--- src/rtl/phy_rx_align_ctrl_pkg.sv ---
// ---------------------------------------------------------------------------
// phy_rx_align_ctrl_pkg
// Shared PHY definitions for the receive-path word aligner. Also usable by the
// TX idle generator.
//   COMMA_SYM          idle / alignment symbol (K28.5 style 0xBC)
//   *_DEF              default tuning values for the alignment controller
//   align_state_e      controller state encoding
//   rol8               rotate a byte left by 0..7 bits
//   is_rotated_symbol  byte equals a symbol rotated by 1..7 bits, but not the
//                      symbol itself
// ---------------------------------------------------------------------------
package phy_rx_align_ctrl_pkg;

   localparam logic [7:0] COMMA_SYM      = 8'hBC;
   localparam int         LOCK_CNT_DEF   = 4;
   localparam int         SEARCH_WIN_DEF = 16;
   localparam int         SLIP_WAIT_DEF  = 3;
   localparam int         LOSS_CNT_DEF   = 4;

   typedef enum logic [1:0] {
      SEARCH = 2'd0,
      SETTLE = 2'd1,
      COUNT  = 2'd2,
      ACTIVE = 2'd3
   } align_state_e;

   // Rotating a doubled copy keeps the bits that wrap off the top.
   function automatic logic [7:0] rol8(input logic [7:0] value,
                                       input logic [2:0] amount);
      logic [15:0] doubled;
      doubled = {value, value} << amount;
      return doubled[15:8];
   endfunction

   // A symbol whose rotation happens to equal itself never counts as rotated.
   function automatic logic is_rotated_symbol(input logic [7:0] value,
                                              input logic [7:0] symbol);
      logic hit;
      hit = 1'b0;
      for (int k = 1; k < 8; k++) begin
         if ((rol8(symbol, 3'(k)) == value) && (value != symbol)) begin
            hit = 1'b1;
         end
      end
      return hit;
   endfunction

endpackage

--- src/rtl/phy_rx_align_ctrl_comma_detect.sv ---
// ---------------------------------------------------------------------------
// phy_comma_detect
// Combinational comma classifier for one raw deserializer byte.
//   byte_in       in   8  raw byte
//   is_comma      out  1  byte is exactly the comma symbol
//   is_rot_comma  out  1  byte is the comma rotated by 1..7 bits
// ---------------------------------------------------------------------------
module phy_comma_detect
   import phy_rx_align_ctrl_pkg::*;
#(
   parameter logic [7:0] COMMA = COMMA_SYM
) (
   input  logic [7:0] byte_in,
   output logic       is_comma,
   output logic       is_rot_comma
);

   assign is_comma     = (byte_in == COMMA);
   assign is_rot_comma = is_rotated_symbol(byte_in, COMMA);

endmodule

--- src/rtl/phy_rx_align_ctrl.sv ---
// ---------------------------------------------------------------------------
// phy_rx_align_ctrl
// Word-alignment and link-training controller for the PHY receive path.
// Hunts for the idle comma, pulses bitslip to walk the deserializer phase,
// declares the link active after a run of aligned commas and then forwards
// payload bytes. Repeated misaligned commas drop the link back to search.
//   clk_4f        in   1  byte clock
//   reset_L       in   1  asynchronous active-low reset
//   byte_in       in   8  raw byte from the deserializer
//   bitslip_out   out  1  one-cycle pulse asking the deserializer to slip
//   data_out      out  8  aligned byte to the link layer
//   valid_out     out  1  data_out holds payload (non-comma while active)
//   active_out    out  1  link locked
//   slip_cnt_out  out  3  bitslips issued since reset, modulo 8
// ---------------------------------------------------------------------------
module phy_rx_align_ctrl
   import phy_rx_align_ctrl_pkg::*;
#(
   parameter logic [7:0] COMMA      = COMMA_SYM,
   parameter int         LOCK_CNT   = LOCK_CNT_DEF,
   parameter int         SEARCH_WIN = SEARCH_WIN_DEF,
   parameter int         SLIP_WAIT  = SLIP_WAIT_DEF,
   parameter int         LOSS_CNT   = LOSS_CNT_DEF
) (
   input  logic       clk_4f,
   input  logic       reset_L,
   input  logic [7:0] byte_in,
   output logic       bitslip_out,
   output logic [7:0] data_out,
   output logic       valid_out,
   output logic       active_out,
   output logic [2:0] slip_cnt_out
);

   localparam logic [7:0] MISS_LAST   = 8'(SEARCH_WIN - 1);
   localparam logic [3:0] WAIT_LAST   = 4'(SLIP_WAIT - 1);
   localparam logic [3:0] LOCK_TARGET = 4'(LOCK_CNT);
   localparam logic [3:0] LOSS_TARGET = 4'(LOSS_CNT);

   align_state_e state, state_next;
   logic [7:0]   miss_cnt, miss_next;
   logic [3:0]   wait_cnt, wait_next;
   logic [3:0]   lock_cnt, lock_next;
   logic [3:0]   err_cnt, err_next;
   logic [3:0]   err_bump;
   logic [2:0]   slip_next;
   logic [7:0]   data_next;
   logic         valid_next;
   logic         active_next;
   logic         bitslip_next;
   logic         is_comma;
   logic         is_rot_comma;

   phy_comma_detect #(
      .COMMA (COMMA)
   ) u_comma_detect (
      .byte_in      (byte_in),
      .is_comma     (is_comma),
      .is_rot_comma (is_rot_comma)
   );

   // State, counters and every output are registered together so that all
   // outputs change on the same clk_4f edge and reset clears them at once.
   always_ff @(posedge clk_4f or negedge reset_L) begin
      if (!reset_L) begin
         state        <= SEARCH;
         miss_cnt     <= '0;
         wait_cnt     <= '0;
         lock_cnt     <= '0;
         err_cnt      <= '0;
         slip_cnt_out <= '0;
         data_out     <= '0;
         valid_out    <= 1'b0;
         active_out   <= 1'b0;
         bitslip_out  <= 1'b0;
      end else begin
         state        <= state_next;
         miss_cnt     <= miss_next;
         wait_cnt     <= wait_next;
         lock_cnt     <= lock_next;
         err_cnt      <= err_next;
         slip_cnt_out <= slip_next;
         data_out     <= data_next;
         valid_out    <= valid_next;
         active_out   <= active_next;
         bitslip_out  <= bitslip_next;
      end
   end

   // Error count as it would stand after the current byte while locked:
   // an aligned comma forgives everything, a rotated comma adds one
   // (saturating), anything else is neutral payload.
   always_comb begin
      err_bump = err_cnt;
      if (is_comma) begin
         err_bump = '0;
      end else if (is_rot_comma && (err_cnt != LOSS_TARGET)) begin
         err_bump = err_cnt + 4'd1;
      end
   end

   // Next-state and next-output logic. Outside ACTIVE the data register
   // simply holds and valid stays low. The bitslip pulse is only ever
   // requested on the way into SETTLE, which lasts at least one cycle, so
   // two slips can never be back to back.
   always_comb begin
      state_next   = state;
      miss_next    = miss_cnt;
      wait_next    = wait_cnt;
      lock_next    = lock_cnt;
      err_next     = err_cnt;
      slip_next    = slip_cnt_out;
      data_next    = data_out;
      valid_next   = 1'b0;
      bitslip_next = 1'b0;

      case (state)
         SEARCH: begin
            if (is_comma) begin
               miss_next = '0;
               if (LOCK_CNT == 1) begin
                  state_next = ACTIVE;
                  lock_next  = '0;
                  err_next   = '0;
               end else begin
                  state_next = COUNT;
                  lock_next  = 4'd1;
               end
            end else if (miss_cnt == MISS_LAST) begin
               bitslip_next = 1'b1;
               slip_next    = slip_cnt_out + 3'd1;
               miss_next    = '0;
               wait_next    = '0;
               state_next   = SETTLE;
            end else begin
               miss_next = miss_cnt + 8'd1;
            end
         end

         SETTLE: begin
            if (wait_cnt == WAIT_LAST) begin
               wait_next  = '0;
               state_next = SEARCH;
            end else begin
               wait_next = wait_cnt + 4'd1;
            end
         end

         // A broken run returns to SEARCH without slipping: the phase that
         // produced the earlier commas is most likely still correct.
         COUNT: begin
            if (is_comma) begin
               if ((lock_cnt + 4'd1) == LOCK_TARGET) begin
                  state_next = ACTIVE;
                  lock_next  = '0;
                  err_next   = '0;
               end else begin
                  lock_next = lock_cnt + 4'd1;
               end
            end else begin
               state_next = SEARCH;
               lock_next  = '0;
               miss_next  = '0;
            end
         end

         // The byte that pushes the error count to the loss threshold is
         // dropped: valid falls and data_out keeps the previous byte.
         ACTIVE: begin
            if (err_bump == LOSS_TARGET) begin
               state_next = SEARCH;
               err_next   = '0;
               miss_next  = '0;
            end else begin
               err_next   = err_bump;
               data_next  = byte_in;
               valid_next = !is_comma;
            end
         end

         default: begin
            state_next = SEARCH;
         end
      endcase

      active_next = (state_next == ACTIVE);
   end

endmodule
--- config.mk ---
export PLATFORM = sky130hd
export DESIGN_NAME = phy_rx_align_ctrl
export DESIGN_NICKNAME = d
export VERILOG_FILES = /design/src/rtl/phy_rx_align_ctrl_pkg.sv /design/src/rtl/phy_rx_align_ctrl_comma_detect.sv /design/src/rtl/phy_rx_align_ctrl.sv
export SDC_FILE = /design/constraint.sdc
export NUM_CORES = 1
export LEC_CHECK = 0
export ABC_AREA = 0
export CORE_MARGIN = 1.5
export CORE_UTILIZATION = 56
export CTS_CLUSTER_DIAMETER = 80
export DETAILED_ROUTE_END_ITERATION = 16
export HOLD_SLACK_MARGIN = 0.1
export PLACE_DENSITY = 0.79
export RECOVER_POWER = 50
export SLEW_MARGIN = 0
export SYNTH_ARGS = -nofsm -noshare
export SYNTH_HDL_FRONTEND = slang
export SYNTH_SLANG_ARGS = --single-unit
--- constraint.sdc ---
create_clock -name clk_4f -period 2.56 [get_ports clk_4f]
set_clock_uncertainty 0.15 [all_clocks]
set_input_delay 0.512 -clock clk_4f [delete_from_list [all_inputs] [get_ports clk_4f]]
set_output_delay 0.512 -clock clk_4f [all_outputs]
set_load 0.03 [all_outputs]
Word-level counts from Yosys, hierarchy flattened. Index checks and enable logic that the tools add are counted.

Register bits after elaboration: 36. Word-level logic and storage cells: 100. Output and inout bits: 14. Input bits: 10.

Eq/ne operators: 25. Add/sub/neg operators: 5. Reductions and logical operators: 20. Multiplexer cells: 38. Bitwise gates (word level): 2.

Operator list (number): 4-bit 2-to-1 mux (11); 8-bit equality test (first input constant) (4); 8-bit 2-to-1 mux (4); 4-bit one-hot mux with 2 select lines (3); 8-bit one-hot mux with 3 select lines (1); 7-bit by 8-bit equality test with 1-bit output (first input constant) (2); 2-bit != test (second input constant) (7); 4-bit by 1-bit adder with 4-bit output (second input constant) (3); 1-bit 2-to-1 mux (12); 2-bit 2-to-1 mux (6); 3-bit AND reduction (4); 8-bit by 1-bit adder with 8-bit output (second input constant) (1); 4-bit by 3-bit equality test with 1-bit output (second input constant) (2); 6-bit by 8-bit equality test with 1-bit output (first input constant) (1); 8-bit by 4-bit equality test with 1-bit output (second input constant) (1); 8-bit equality test (second input constant) (1); 1-bit logical AND (8); 8-bit != test (second input constant) (1); 2-bit one-hot mux with 4 select lines (1); 2-bit equality test (second input constant) (3); 2-bit nonzero test (3); 4-bit by 2-bit equality test with 1-bit output (second input constant) (1); 4-bit by 3-bit != test with 1-bit output (second input constant) (1); 2-bit AND reduction (2); other kinds (6) (7).

Longest topological paths before layout. Gate-level depths: netlist of the first run.

Depth in word-level cells: 16. Depth in mapped cells: 9. Gate-level depth less buffers: 8.

Modules after synthesis. A second synthesis of the first run with hierarchy kept.

Cells, all modules: 200. Area total of the unflattened synthesis: 2048.2 µm².

Modules (own cells, without submodules): phy_rx_align_ctrl (area each 1890.6 µm², sequential area each 900.9 µm², times used 1, cells each 183); phy_comma_detect (area each 157.7 µm², sequential area each 0.0 µm², times used 1, cells each 17).

Worst setup path before layout of the first run. Ideal clock, no wire load.

Kind: in2reg. From: input port byte_in[6]. To: register data_out[1]. Cell stages on the path: 8. Buffers on the path: 2. Library setup time: 125 ps. Required time: 2285 ps. Arrival time: 2074 ps. Slack: 211 ps. Path through: nand4b_1 -> or2_2 -> clkbuf_2 -> and3_2 -> nand4_1 -> o2111ai_2 -> buf_6 -> mux2_4.

Word-level cells in the longest chain between the ends: 15. Elaborated cells on any way between the ends: 29. Those cells by class: eq/ne (10); mux (9); bitwise (1); reduce/logical (9).

Ends and longest elaborated chain: start: declaration (line phy_rx_align_ctrl.sv:27) `input logic [7:0] byte_in,`; 7-bit by 8-bit equality test with 1-bit output or 8-bit != test (tied branches) (line phy_rx_align_ctrl_pkg.sv:41) `if ((rol8(symbol, 3'(k)) == value) && (value != symbol)) begin`; 1-bit logical AND (line phy_rx_align_ctrl_pkg.sv:41); 1-bit 2-to-1 mux (7 in a row) (line phy_rx_align_ctrl_pkg.sv:41); 1-bit logical AND (line phy_rx_align_ctrl.sv:97) `end else if (is_rot_comma && (err_cnt != LOSS_TARGET)) begin`; 4-bit 2-to-1 mux (line phy_rx_align_ctrl.sv:97); 4-bit 2-to-1 mux (*) (line phy_rx_align_ctrl.sv:95) `if (is_comma) begin`; 4-bit by 3-bit equality test with 1-bit output (*) (line phy_rx_align_ctrl.sv:170) `if (err_bump == LOSS_TARGET) begin`; 1-bit inverter (no line) (*); 2-bit AND reduction (no line) (*); end signal: assignment (line phy_rx_align_ctrl.sv:83) `data_out <= data_next;`; end: declaration (line phy_rx_align_ctrl.sv:29) `output logic [7:0] data_out,`.

Mark *: on every way between the ends. The rest lies on a longest branch, timed or not. A chain may end at the register's enable or synchronous reset.

Final worst setup path of the first run.
From: input port byte_in[3]. To: register data_out[7].

Same word-level chain as after synthesis.

==> flow_metrics.tcl, run 1 <==
set metrics [dict create \
    dieHeight_um 65.5 \
    p_sw_frac 0.309 \
    hold-path-endpoint "slip_cnt_out[2]" \
    min_from "slip_cnt_out[2]" \
    maxSlewHeadroom -0.267 \
    clkPwrFrac 0.324 \
    max_cap_violations 1 \
    min_period_over_period 0.972 \
    hp-class "register to register" \
    cp.arrival_ps 2520 \
    min_path_cells 1 \
    postSynthAreaPerCell_um2 9.48 \
    initial_utilization 0.589 \
    cts_root_buffer "clkbuf_8" \
    cts_made_buffers 5 \
    power.switching_uw 484 \
    cp.required_ps 2590 \
    grt_util_all_layers 0.273 \
    synth_edf_count 0 \
    dieArea_um2 4290 \
    final_common_cell "dfrtp_1" \
    met2_usage 0.435 \
    comb_power_share 0.219 \
    grt_pass1_wl_mm 8.98 \
    fin_util 0.764 \
    drtIter0Drc 98 \
    vdd_drop_max_v 0.000412 \
    p_int_mw 1.08 \
    grt_use_met1 0.363 \
    syn_nets 249 \
    max_freq_ghz 0.402 \
    h-tree-depth 2 \
    antenna_found_initial 0 \
    ant_nets 0 \
    worst_pin_slew_ps 1900 \
    drt_wl_total_mm 5.25 \
    core_area_um2 3720 \
    use_met3 0.0548 \
    outcome "finished, violations left" \
    io-pin-count 24 \
    async_reset_ff_frac 1.00 \
    failed_checks "max-capacitance violations, max-slew violations" \
    dieWidth_um 65.5 \
    grt_pass1_vias 1954 \
    grt_remaining_overflow 0 \
    n_fill_cell 257 \
    leakagePower_nw 1.29 \
    diodes 0 \
    num_vias 2019 \
    drtPass1Iterations 4 \
    viasPerCell 5.99 \
    cts.clk_slew.worst_paths_ps 80 \
    clock_latency_ps 290 \
    ys_seq_elements 36 \
    seqPwrFrac 0.457 \
    syn_area_um2 2190 \
    setup_viol_count_final 0 \
    drive_gt1_frac 0.215 \
    r2r-end "data_out[1]" \
    final_cell_mix "dfrtp_1 (36), buf_4 (33), o21ai_0 (22)" \
    p_per_area_nw_per_um2 551 \
    drc 0 \
    dp_hpwl_mm 3.64 \
    routabilityCongestion 0.873 \
    final_nets 306 \
    floorplan.rows 22 \
    ys_seq_area_frac 0.411 \
    layout_min_cycle_time_ps 2490 \
    cts.sinks 36 \
    cts_hold_buf 0 \
    drv_slew 37 \
    start_kind "input pin" \
    r2r_setup_slack_ps 190 \
    endpoint_kind "register" \
    r2r_start "err_cnt[0]" \
    ff2ff_path_depth 9 \
    rsz0062_at_grt "false" \
    holdWs_ps 328 \
    finalPower_mw 1.56 \
    synth_cell_type_count 57 \
    hold_violations 0 \
    grt_max_degree 37 \
    cts_buffer_depth 2 \
    synth_ff_type "dfrtp_1" \
    detail_route.wl_per_cell_um 15.6 \
    path_class "input pin to register" \
    io_buffers 23 \
    busiest_layer "met2" \
    syn_to_final_growth_pct 29.6 \
    ys_warn_count 0 \
    netlist_instances 231 \
    cts_tree "yes" \
    path_max_fanout 9 \
]
how the worst max path moves through the flow:
stage                    start               to  slack (ps)  cells after the start
finish              byte_in[3]      data_out[7]          70                      8
global route        byte_in[3]      data_out[0]           9                      8
CTS                 byte_in[0]      data_out[1]         0.7                      8
detailed placement  byte_in[6]  slip_cnt_out[1]        -470                      7
global placement    byte_in[5]      data_out[5]        -410                      8
floorplan           byte_in[6]      data_out[1]         210                      8
critical path, stage by stage:
cell           delay (ps)
dlygate4sd2_1         300
or4bb_1               580
o22ai_2               160
or2_2                 160
o21ai_2                60
o2111ai_2             240
buf_12                170
mux2_2                330
cell type report:
| class | instances | area [µm²] | area share |
|---|---|---|---|
| Clock inverter | 3 | 42.5 | 0.0150 |
| Sequential cell | 36 | 901 | 0.317 |
| Timing Repair Buffer | 58 | 494 | 0.174 |
| Clock buffer | 5 | 68.8 | 0.0243 |
| Inverter | 6 | 22.5 | 0.00794 |
| Multi-Input combinational cell | 181 | 1250 | 0.440 |
| Tap cell | 48 | 60.1 | 0.0212 |
kinds of logic after synthesis:
kind of cell,share of synthesized area
and+or+nand+nor,0.245
AOI/OAI and AO/OA,0.192
DFF,0.411
buffers and inverters,0.0286
muxes,0.0611
adders and majority gates,0.0457
xor gates and xnor gates,0.0160
registers in the layout, summed over array words and instances (netlist names):
name,count
active_out,1
slip_cnt_out,3
err_cnt,4
wait_cnt,4
valid_out,1
bitslip_out,1
lock_cnt,4
state,2
data_out,8
miss_cnt,8
stage by stage:
stage,instance area (µm²),setup TNS [ps],std cells,setup slack [ps]
floorplan,2190,0,231,211
CTS,2820,0,335,0.741
finish,2840,0,337,72.8
global placement,2670,-8870,324,-409
global route,2840,0,337,9.13
detailed placement,2670,-10190,324,-474
routing by layer:
layer  part of all wire  vias to the layer above
met5                  0                        -
met4              0.023                        0
met3              0.040                       13
met2               0.47                       64
met1               0.47                      967
li1                   -                      975
power by group through the flow:
stage	Combinational (mW)	Sequential, mW	Clock (mW)
final	0.342	0.715	0.507
after global routing	0.382	0.724	0.536
after CTS	0.340	0.711	0.511
after detailed placement	0.338	0.722	0
after global placement	0.320	0.715	0
after floorplan	0.239	0.703	0
synthesized netlist by cell type, drive strengths merged, types with 4 or more instances:
master | count | area (µm²)
a21oi | 6 | 30.0
a31oi | 6 | 37.5
and3 | 5 | 32.5
clkbuf | 6 | 23.8
dfrtp | 36 | 901
ha | 8 | 100
inv | 6 | 22.5
mux2 | 9 | 124
nand2 | 20 | 75.1
nand2b | 6 | 37.5
nand3 | 7 | 35.0
nor2 | 20 | 75.1
nor3 | 8 | 40.0
nor4 | 4 | 25.0
o21ai | 25 | 129
o22ai | 6 | 37.5
timing repair:
item | 4_1_cts | 5_1_grt
endpoints found under the hold margin | 0 | 0
resized for setup | 12 | 3
buffers inserted | 3 | 2
setup endpoints to repair | 22 | 22
pin swaps | 4 | 3
(Power assumes the default switching activity.)
==> run 2, diff against run 1 <==
--- a/config.mk
+++ b/config.mk
@@ -10,6 +10,7 @@
 export CORE_UTILIZATION = 56
 export CTS_CLUSTER_DIAMETER = 80
 export DETAILED_ROUTE_END_ITERATION = 16
+export GPL_TIMING_DRIVEN = 0
 export HOLD_SLACK_MARGIN = 0.1
 export PLACE_DENSITY = 0.79
 export RECOVER_POWER = 50
==> flow_metrics.tcl, run 2 (synthesized netlist as in run 1, its figures left out) <==
set metrics [dict create \
    clock_latency_ps 290 \
    drt_wl_total_mm 4.83 \
    final_cell_mix "dfrtp_1 (35), o21ai_0 (22), nand2_1 (20)" \
    reg.largest.list "data_out: 8 flops, miss_cnt: 8 flops" \
    viasPerCell 6.04 \
    min_period_over_period 0.975 \
    path_class "register to register" \
    drive_gt1_frac 0.167 \
    layout_min_cycle_time_ps 2500 \
    layout_setup_ws_ps 64.0 \
    multi_input_area_um2 1270 \
    cts_buffer_depth 2 \
    routabilityCongestion 0.883 \
    detail_route.wl_per_cell_um 15.2 \
    diodes 0 \
    ant_nets 0 \
    outcome "finished, final reports clean" \
    num_vias 1914 \
    finalPower_mw 1.53 \
    grt_remaining_overflow 0 \
    max_cap_violations 0 \
    hold_violations 0 \
    grt_max_degree 37 \
    final_common_cell "dfrtp_1" \
    place_area_um2 2470 \
    max_freq_ghz 0.401 \
    cts.clk_slew.worst_paths_ps 70 \
    fin_area_um2 2670 \
    dieHeight_um 65.5 \
    hp-class "input pin to asynchronous set/reset pin" \
    core_area_um2 3720 \
    setup_tns_ps 0 \
    endpoint_kind "register" \
    cts_hold_buf 0 \
    cp.required_ps 2580 \
    syn_to_final_growth_pct 21.8 \
    drv_slew 0 \
    dieWidth_um 65.5 \
    ff2ff_path_depth 9 \
    place_inst 302 \
    io_buffers 23 \
    place_ws_ps -622 \
    dieArea_um2 4290 \
    io-pin-count 24 \
    path_max_fanout 7 \
    floorplan.rows 22 \
    final_nets 286 \
    maxSlewHeadroom 0.472 \
    drc 0 \
    setup_viol_count_final 0 \
    fin_util 0.718 \
    grt_pass1_wl_mm 8.00 \
    grt_pass1_vias 1729 \
    initial_utilization 0.589 \
    p_per_area_nw_per_um2 573 \
    cp.arrival_ps 2520 \
    cts_root_buffer "clkbuf_8" \
    holdWs_ps 152 \
    drtPass1Iterations 4 \
    cts_tree "yes" \
    rsz0062_at_grt "true" \
    cts_made_buffers 5 \
    vdd_drop_max_v 0.000305 \
    finalNonFillerCells 317 \
    antenna_found_initial 0 \
    start_kind "register" \
    h-tree-depth 2 \
    grt_util_all_layers 0.240 \
    leakagePower_nw 1.15 \
    n_fill_cell 296 \
    drtIter0Drc 95 \
    worst_pin_slew_ps 792 \
    area.sequential_um2 902 \
    dp_hpwl_mm 3.26 \
    cts.sinks 36 \
]
## run 2: path summary, 6_finish.rpt
check / startpoint / end / slack [ps]
max: err_cnt[1] / data_out[2] / 60
min: reset_L / data_out[0] / 150
max reg2reg: err_cnt[1] / data_out[2] / 60
min reg2reg: slip_cnt_out[2] / slip_cnt_out[2] / 320
max in group asynchronous: reset_L / err_cnt[0] / 1560
min in group clk_4f: slip_cnt_out[2] / slip_cnt_out[2] / 320
## run 2: cell type report
| cell class | count | share of cell area |
|---|---|---|
| Inverter | 6 | 0.00844 |
| Clock inverter | 3 | 0.0159 |
| Multi-Input combinational cell | 181 | 0.475 |
| Sequential cell | 36 | 0.338 |
| Tap cell | 48 | 0.0225 |
| Timing Repair Buffer | 31 | 0.101 |
| Buffer | 7 | 0.0131 |
| Clock buffer | 5 | 0.0258 |
## run 2: power by group
group | internal, mW | leakage [nW] | switching, mW
Sequential | 0.629 | 0.468 | 0.0803
Clock | 0.288 | 0.0541 | 0.214
Combinational | 0.153 | 0.627 | 0.164
## run 2: what timing repair did
item | 4_1_cts | 5_1_grt
pin swaps | 1 | 5
cloned | 0 | 0
setup buffers | 2 | 6
resized for setup | 11 | 11
setup endpoints to repair | 26 | 21
## run 2: worst max-delay path, stage by stage (launching register included)
cell and delay, ps:
dfrtp_1 430, inv_1 80, ha_1 130, nand3b_1 210, o211ai_2 130, or3b_4 420, o21ai_4 200, o2111ai_2 160
buf_6 180, mux2_4 300
## run 2: metal layers
| metal | track usage | vias up | share of wire |
|---|---|---|---|
| met3 | 0.0428 | 10 | 0.036 |
| li1 | - | 934 | - |
| met1 | 0.346 | 926 | 0.49 |
| met4 | 0.0833 | 0 | 0.019 |
| met5 | 0 | - | 0 |
| met2 | 0.364 | 44 | 0.45 |
